<file path="src/rtl/store_buffer_pkg.sv">
// -----------------------------------------------------------------------------
// store_buffer_pkg
// Purpose : shared constants and the buffered-store entry type for the
//           store_buffer block and its sb_match sub-module.
// Contents:
//   WORD_SHIFT  - byte-to-word address shift (32-bit words)
//   DMEM_WORDS  - depth of the attached data memory in words
//   SB_AW       - address width the entry type is laid out for
//   sb_entry_t  - {word address, data, valid}
//   sb_word_addr- helper that extracts the word address from a byte address
// -----------------------------------------------------------------------------
package store_buffer_pkg;

    localparam int WORD_SHIFT = 2;
    localparam int DMEM_WORDS = 32;
    localparam int SB_AW      = 32;

    typedef struct packed {
        logic [SB_AW-3:0] waddr;
        logic [31:0]      data;
        logic             valid;
    } sb_entry_t;

    // Word address of a 32-bit byte address.
    function automatic logic [SB_AW-3:0] sb_word_addr(input logic [31:0] byte_addr);
        return byte_addr[SB_AW-1:WORD_SHIFT];
    endfunction

endpackage

</file>
<file path="src/rtl/sb_match.sv">
// -----------------------------------------------------------------------------
// sb_match
// Purpose : combinational youngest-first search of the store buffer.
//           Every valid entry whose word address equals key is a candidate;
//           the candidate closest to the tail (most recently written) wins.
// Ports   :
//   entries   in   DEPTH x sb_entry_t   buffer contents
//   head      in   PW                   index of the oldest entry
//   key       in   SB_AW-2              word address searched for
//   hit       out  1                    at least one valid entry matches
//   hit_data  out  32                   data of the youngest matching entry
//   hit_idx   out  PW                   index of the youngest matching entry
// -----------------------------------------------------------------------------
module sb_match
    import store_buffer_pkg::*;
#(
    parameter int DEPTH = 4,
    localparam int PW   = $clog2(DEPTH)
) (
    input  sb_entry_t [DEPTH-1:0] entries,
    input  logic [PW-1:0]         head,
    input  logic [SB_AW-3:0]      key,
    output logic                  hit,
    output logic [31:0]           hit_data,
    output logic [PW-1:0]         hit_idx
);

    logic [DEPTH-1:0] match_vec;
    logic [PW-1:0]    scan_idx;

    generate
        for (genvar gi = 0; gi < DEPTH; gi++) begin : g_cmp
            assign match_vec[gi] = entries[gi].valid && (entries[gi].waddr == key);
        end
    endgenerate

    // Valid entries are contiguous starting at head, so walking from head in
    // age order and letting each later match override the earlier one leaves
    // the youngest match selected. Pointer arithmetic wraps because DEPTH is
    // a power of two.
    always_comb begin
        hit      = 1'b0;
        hit_data = '0;
        hit_idx  = '0;
        scan_idx = '0;
        for (int k = 0; k < DEPTH; k++) begin
            scan_idx = head + PW'(k);
            if (match_vec[scan_idx]) begin
                hit      = 1'b1;
                hit_data = entries[scan_idx].data;
                hit_idx  = scan_idx;
            end
        end
    end

endmodule

</file>
<file path="src/rtl/store_buffer.sv">
// -----------------------------------------------------------------------------
// store_buffer
// Purpose : write buffer between the MEM stage and a word-addressed data
//           memory. Stores are queued in a circular FIFO and drained to memory
//           in cycles where the memory port is free; loads are forwarded from
//           the youngest matching buffered store, otherwise read from memory.
// Build option:
//   STORE_BUF_COALESCE_EN - when defined, a store whose word address matches a
//                           buffered entry overwrites the youngest such entry
//                           in place (no allocation, no stall even when full).
// Ports:
//   clk            in   1    rising-edge clock
//   rst            in   1    asynchronous active-high reset
//   cpu_addr       in   32   byte address from the MEM stage
//   cpu_wdata      in   32   store data
//   cpu_mem_read   in   1    load request
//   cpu_mem_write  in   1    store request (wins over a simultaneous load)
//   cpu_rdata      out  32   load data, combinational
//   stall          out  1    store refused this cycle (buffer full)
//   mem_addr       out  32   data memory address
//   mem_wdata      out  32   data memory write data
//   mem_read       out  1    data memory read enable
//   mem_write      out  1    data memory write enable
//   mem_rdata      in   32   data memory read data (asynchronous read)
//   empty          out  1    no buffered stores
//   count          out  clog2(DEPTH+1)  occupancy
// -----------------------------------------------------------------------------
module store_buffer
    import store_buffer_pkg::*;
#(
    parameter int DEPTH = 4,
    parameter int AW    = 32
) (
    input  logic                       clk,
    input  logic                       rst,
    input  logic [31:0]                cpu_addr,
    input  logic [31:0]                cpu_wdata,
    input  logic                       cpu_mem_read,
    input  logic                       cpu_mem_write,
    output logic [31:0]                cpu_rdata,
    output logic                       stall,
    output logic [31:0]                mem_addr,
    output logic [31:0]                mem_wdata,
    output logic                       mem_read,
    output logic                       mem_write,
    input  logic [31:0]                mem_rdata,
    output logic                       empty,
    output logic [$clog2(DEPTH+1)-1:0] count
);

    localparam int PW = $clog2(DEPTH);
    localparam int CW = $clog2(DEPTH+1);

`ifdef STORE_BUF_COALESCE_EN
    localparam bit COALESCE_EN = 1'b1;
`else
    localparam bit COALESCE_EN = 1'b0;
`endif

    // ------------------------------------------------------------------
    // State
    // ------------------------------------------------------------------
    sb_entry_t [DEPTH-1:0] entries_q, entries_d;
    logic [PW-1:0]         head_q, head_d;
    logic [PW-1:0]         tail_q, tail_d;
    logic [CW-1:0]         count_q, count_d;

    // ------------------------------------------------------------------
    // Request decode
    // ------------------------------------------------------------------
    logic [SB_AW-3:0] cpu_waddr;
    logic             wr_req;
    logic             rd_req;
    logic             cpu_idle;
    logic             full;
    logic             hit;
    logic [31:0]      hit_data;
    logic [PW-1:0]    hit_idx;
    logic             coalesce;
    logic             stall_int;
    logic             accept;
    logic             load_hit;
    logic             load_miss;
    logic             drain;

    // Byte-lane bits never take part in the word-addressed search.
    logic unused_byte_lane;
    assign unused_byte_lane = ^cpu_addr[WORD_SHIFT-1:0];

    assign cpu_waddr = sb_word_addr(cpu_addr);

    // A simultaneous read and write is treated as a write only.
    assign wr_req   = cpu_mem_write;
    assign rd_req   = cpu_mem_read && !cpu_mem_write;
    assign cpu_idle = !cpu_mem_read && !cpu_mem_write;
    assign full     = (count_q == CW'(DEPTH));

    // The same matcher serves loads and (when coalescing) stores: in both
    // cases the key is the word address on the CPU port.
    sb_match #(
        .DEPTH (DEPTH)
    ) u_match (
        .entries  (entries_q),
        .head     (head_q),
        .key      (cpu_waddr),
        .hit      (hit),
        .hit_data (hit_data),
        .hit_idx  (hit_idx)
    );

    assign coalesce  = COALESCE_EN && wr_req && hit;
    assign stall_int = wr_req && full && !coalesce;
    assign accept    = wr_req && !full && !coalesce;
    assign load_hit  = rd_req && hit;
    assign load_miss = rd_req && !hit;

    // The memory port is free when the CPU does not use it: idle cycles,
    // forwarded loads and refused stores. A stall cycle always drains, which
    // guarantees the held store finds room on the following cycle.
    assign drain = (count_q != '0) && (cpu_idle || load_hit || stall_int);

    // ------------------------------------------------------------------
    // Next-state logic
    // ------------------------------------------------------------------
    // accept, coalesce and drain are mutually exclusive by construction, so
    // occupancy moves by at most one per cycle.
    always_comb begin
        entries_d = entries_q;
        head_d    = head_q;
        tail_d    = tail_q;
        count_d   = count_q;

        if (accept) begin
            entries_d[tail_q].waddr = cpu_waddr;
            entries_d[tail_q].data  = cpu_wdata;
            entries_d[tail_q].valid = 1'b1;
            tail_d                  = tail_q + PW'(1);
            count_d                 = count_q + CW'(1);
        end

        if (coalesce) begin
            entries_d[hit_idx].data = cpu_wdata;
        end

        if (drain) begin
            entries_d[head_q].valid = 1'b0;
            head_d                  = head_q + PW'(1);
            count_d                 = count_q - CW'(1);
        end
    end

    always_ff @(posedge clk or posedge rst) begin
        if (rst) begin
            entries_q <= '0;
            head_q    <= '0;
            tail_q    <= '0;
            count_q   <= '0;
        end else begin
            entries_q <= entries_d;
            head_q    <= head_d;
            tail_q    <= tail_d;
            count_q   <= count_d;
        end
    end

    // ------------------------------------------------------------------
    // Outputs
    // ------------------------------------------------------------------
    assign stall     = stall_int;
    assign empty     = (count_q == '0);
    assign count     = count_q;
    assign mem_write = drain;
    assign mem_read  = load_miss;

    always_comb begin
        mem_addr  = '0;
        mem_wdata = '0;
        if (drain) begin
            mem_addr  = {entries_q[head_q].waddr, 2'b00};
            mem_wdata = entries_q[head_q].data;
        end else if (load_miss) begin
            mem_addr  = cpu_addr;
        end
    end

    always_comb begin
        cpu_rdata = '0;
        if (load_hit) begin
            cpu_rdata = hit_data;
        end else if (load_miss) begin
            cpu_rdata = mem_rdata;
        end
    end

endmodule

</file>
<file path="config.mk">
export PLATFORM = sky130hd
export DESIGN_NAME = store_buffer
export DESIGN_NICKNAME = d
export VERILOG_FILES = /design/src/rtl/store_buffer_pkg.sv /design/src/rtl/sb_match.sv /design/src/rtl/store_buffer.sv
export SDC_FILE = /design/constraint.sdc
export NUM_CORES = 1
export LEC_CHECK = 0
export ABC_AREA = 1
export CORE_UTILIZATION = 45
export DETAILED_ROUTE_END_ITERATION = 7
export MAX_ROUTING_LAYER = met4
export PLACE_DENSITY_LB_ADDON = 0.3
export SLEW_MARGIN = 10
export SYNTH_ARGS = -nofsm -noshare
export SYNTH_HDL_FRONTEND = slang
export SYNTH_SLANG_ARGS = --single-unit
</file>
<file path="constraint.sdc">
create_clock -name clk -period 12 [get_ports clk]
set_input_delay 2.4 -clock clk [delete_from_list [all_inputs] [get_ports clk]]
set_output_delay 2.4 -clock clk [all_outputs]
set_load 0.01 [all_outputs]
</file>
==> flow_summary.ini <==
[routing]
ant_nets = 0
vias_per_cell = 5.396
drt_wl_total_um = 60520
via_count = 18280
wl_per_cell_um = 17.86
first_pass_iters = 6
drt_first_iter_violations = 1615
drc_errors = 0

[timing]
rsz0062_at_grt = no
worst_pin_slew_ps = 1116
period_share_pct = 76.20
layout_min_cycle_time_ps = 9143
tns_ps = 0
hold_viol_final = 0
timing.slew.headroom_pct = 25.61
skew_ps = 14.72
fmax_ghz = 0.1094
setup_viol = 0
drv_slew = 0

[grt]
gr-usage-met1_pct = 39.53
grt_util_met3_pct = 3.692
met2_usage_pct = 47.96
grt_pass1_wl_um = 94970
overflow = 0
grt_pass1_vias = 16940
track_usage_pct = 30.11
grt_max_degree = 104
antenna_found_initial = 0
top_usage_layer = met2

[pwr]
powerDensity_nw_per_um2 = 307.6
p_leak_nw = 10.30
peakVddDrop_v = 0.0003459

[run]
max-cap-violations = 0

[cells_and_area]
area_growth_pct = 16.75
fin_util_pct = 53.28
layout_commonest_cell = nand2_1
final_layout_size_suffix_gt1_share_pct = 6.147
final_cell_mix = 971 x nand2_1, 464 x o21ai_0, 258 x dfrtp_1
nNetsFinal = 2950
num_antenna_cells = 0

[setup_path]
reg2reg_from = head_q[0]
cp_max_fo = 33
worstSetupEndpointType = output port
crit_path_start_kind = input pin
setup.worst_path.class = input pin to output port
worstRegToRegCells = 14
worstPathArrival_ps = 6740
required_ps = 9600
r2r-end = count[2]
rrSetupSlack_ps = 7400

[logic_synthesis]
yosysWarnings = 0
synth-async-reset-ratio_pct = 100.0
synth-adder-area-share_pct = 0.6210
muxShareOfSynthArea_pct = 1.987
synth_edf_count = 0
synth_compound_area_share_pct = 16.70
yosysSeqAreaShare_pct = 35.74
syn_avg_cell_area_um2 = 6.549
syn_area_um2 = 18130
synth_top_flop_cell = dfrtp_1
ys_types = 39
synth_top_family_by_area = simple AND/OR/NAND/NOR gates
syn-num-nets = 2878
yosys.area_share.xor_xnor_pct = 2.415
synth_cells = 2769
postSynthRegisterBits = 259
yosys.area_share.simple_pct = 31.96

[clocking]
post_cts_buffers = 0
root_buffer = clkbuf_16
ctsLongestPathBuffers = 3
ctsHoldBuffers = 0
cts_tree = built
clock_insertion_delay_worst_skew_ps = 570
clk_pin_slew_ps = 60
clock_sinks = 259
ctsResizeCount = 0
cts_buffers = 29
cts_max_level = 1

[die]
dieHeight_um = 202.7
die_w_um = 202.7
start_util_pct = 45.64
fp.coreArea_um2 = 39730
die-area_um2 = 41100
core.rowCount = 73
ioPinCount = 203

[placement]
dp_hpwl_um = 40720
portBuffers = 202
routabilityCongestion = 1.029

[min_path]
min_path_cells = 2
hold_path.class = flop to flop

[outcome]
outcome = completed
-- metrics by stage --
| stage | cells | power (mW) | setup slack (ps) | hold WS [ps] | cell area (µm²) |
|---|---|---|---|---|---|
| floorplan | 2769 | 4.348 | 2473 | 453.0 | 18130 |
| global placement | 3335 | 5.392 | 2994 | 466.9 | 20130 |
| detailed placement | 3335 | 5.468 | 2997 | 473.5 | 20130 |
| CTS | 3388 | 6.472 | 2985 | 489.6 | 21170 |
| global route | 3388 | 7.063 | 2709 | 515.5 | 21170 |
| finish | 3388 | 6.513 | 2857 | 483.6 | 21170 |
-- kinds of logic after synthesis --
family	count (synthesis)
compound gates	581
xor+xnor	50
fa+ha+maj	9
buf+inv	460
flops	259
mux	36
simple gates	1374
-- final cells by class --
cell class	count	area [µm²]
clock buffers	39	833.3
clock inverters	14	210.2
fillers	3915	18560
inverters	283	1075
multi-input cells	2050	9768
flip-flops and latches	259	6485
well taps	525	656.9
repair buffers	218	2142
-- Yosys cell counts, types with 2 or more instances --
cell type    n  area share, %
nand3_2     32            1.8
ha_1         9           0.62
a22oi_1      3           0.12
nor3_1      33           0.91
buf_2       49            1.4
inv_1      258            5.3
o21ai_0    464             13
xnor2_1     44            2.1
a21oi_1     49            1.4
buf_6       11           0.68
nand2_4      4           0.25
nand3b_1    34            1.4
buf_1       22           0.46
nand2_2      7           0.24
nand3_1     50            1.4
clkinv_1     3          0.062
clkbuf_1    82            1.7
inv_2       21           0.43
dfrtp_1    259             36
buf_4       11           0.46
o211ai_1    37            1.5
o22ai_1      3           0.10
nor2_1     181            3.7
clkbuf_2     2          0.055
nand4_1     20           0.69
xor2_1       6           0.29
nand2_1    976             20
mux2i_1     36            2.0
nor2_2      32            1.1
o21ai_1     22           0.61
-- worst max-delay path: stages --
cell and delay [ps]:
clkdlybuf4s50_1 630, inv_2 130, a21boi_0 520, nand2_1 140, nor2_1 130, nand2_1 60, nor2_1 150, nand3_1 120
nand3_1 140, nand2_2 500, inv_2 760, o211ai_1 200, nand2_1 120, nand2_1 50, nand2_1 140, nand2_1 60
clkdlybuf4s50_1 470
-- where the power goes --
part | total, mW | switching, mW | internal (mW)
Combinational | 3.89 | 2.53 | 1.36
Clock | 0.980 | 0.386 | 0.594
Sequential | 1.64 | 0.364 | 1.28
-- layer usage --
layer  vias to the layer above  part of all wire (%)  wire [µm]
li1                       8926                     -          -
met1                      8417                    43      25980
met3                       107                   7.8       4719
met2                       831                    46      27930
met4                         0                   3.1       1888
met5                         -                     0          0
-- worst max path at each step --
stage / from / end / depth (start not counted)
after detailed placement: cpu_addr[24] / cpu_rdata[9] / 17
after CTS: cpu_addr[24] / cpu_rdata[9] / 17
after global routing: cpu_addr[24] / cpu_rdata[4] / 17
final: cpu_addr[24] / cpu_rdata[31] / 17
after floorplan: rst / async pin / 1
after global placement: cpu_addr[24] / cpu_rdata[31] / 17
Power figures use the tool's default switching activity.
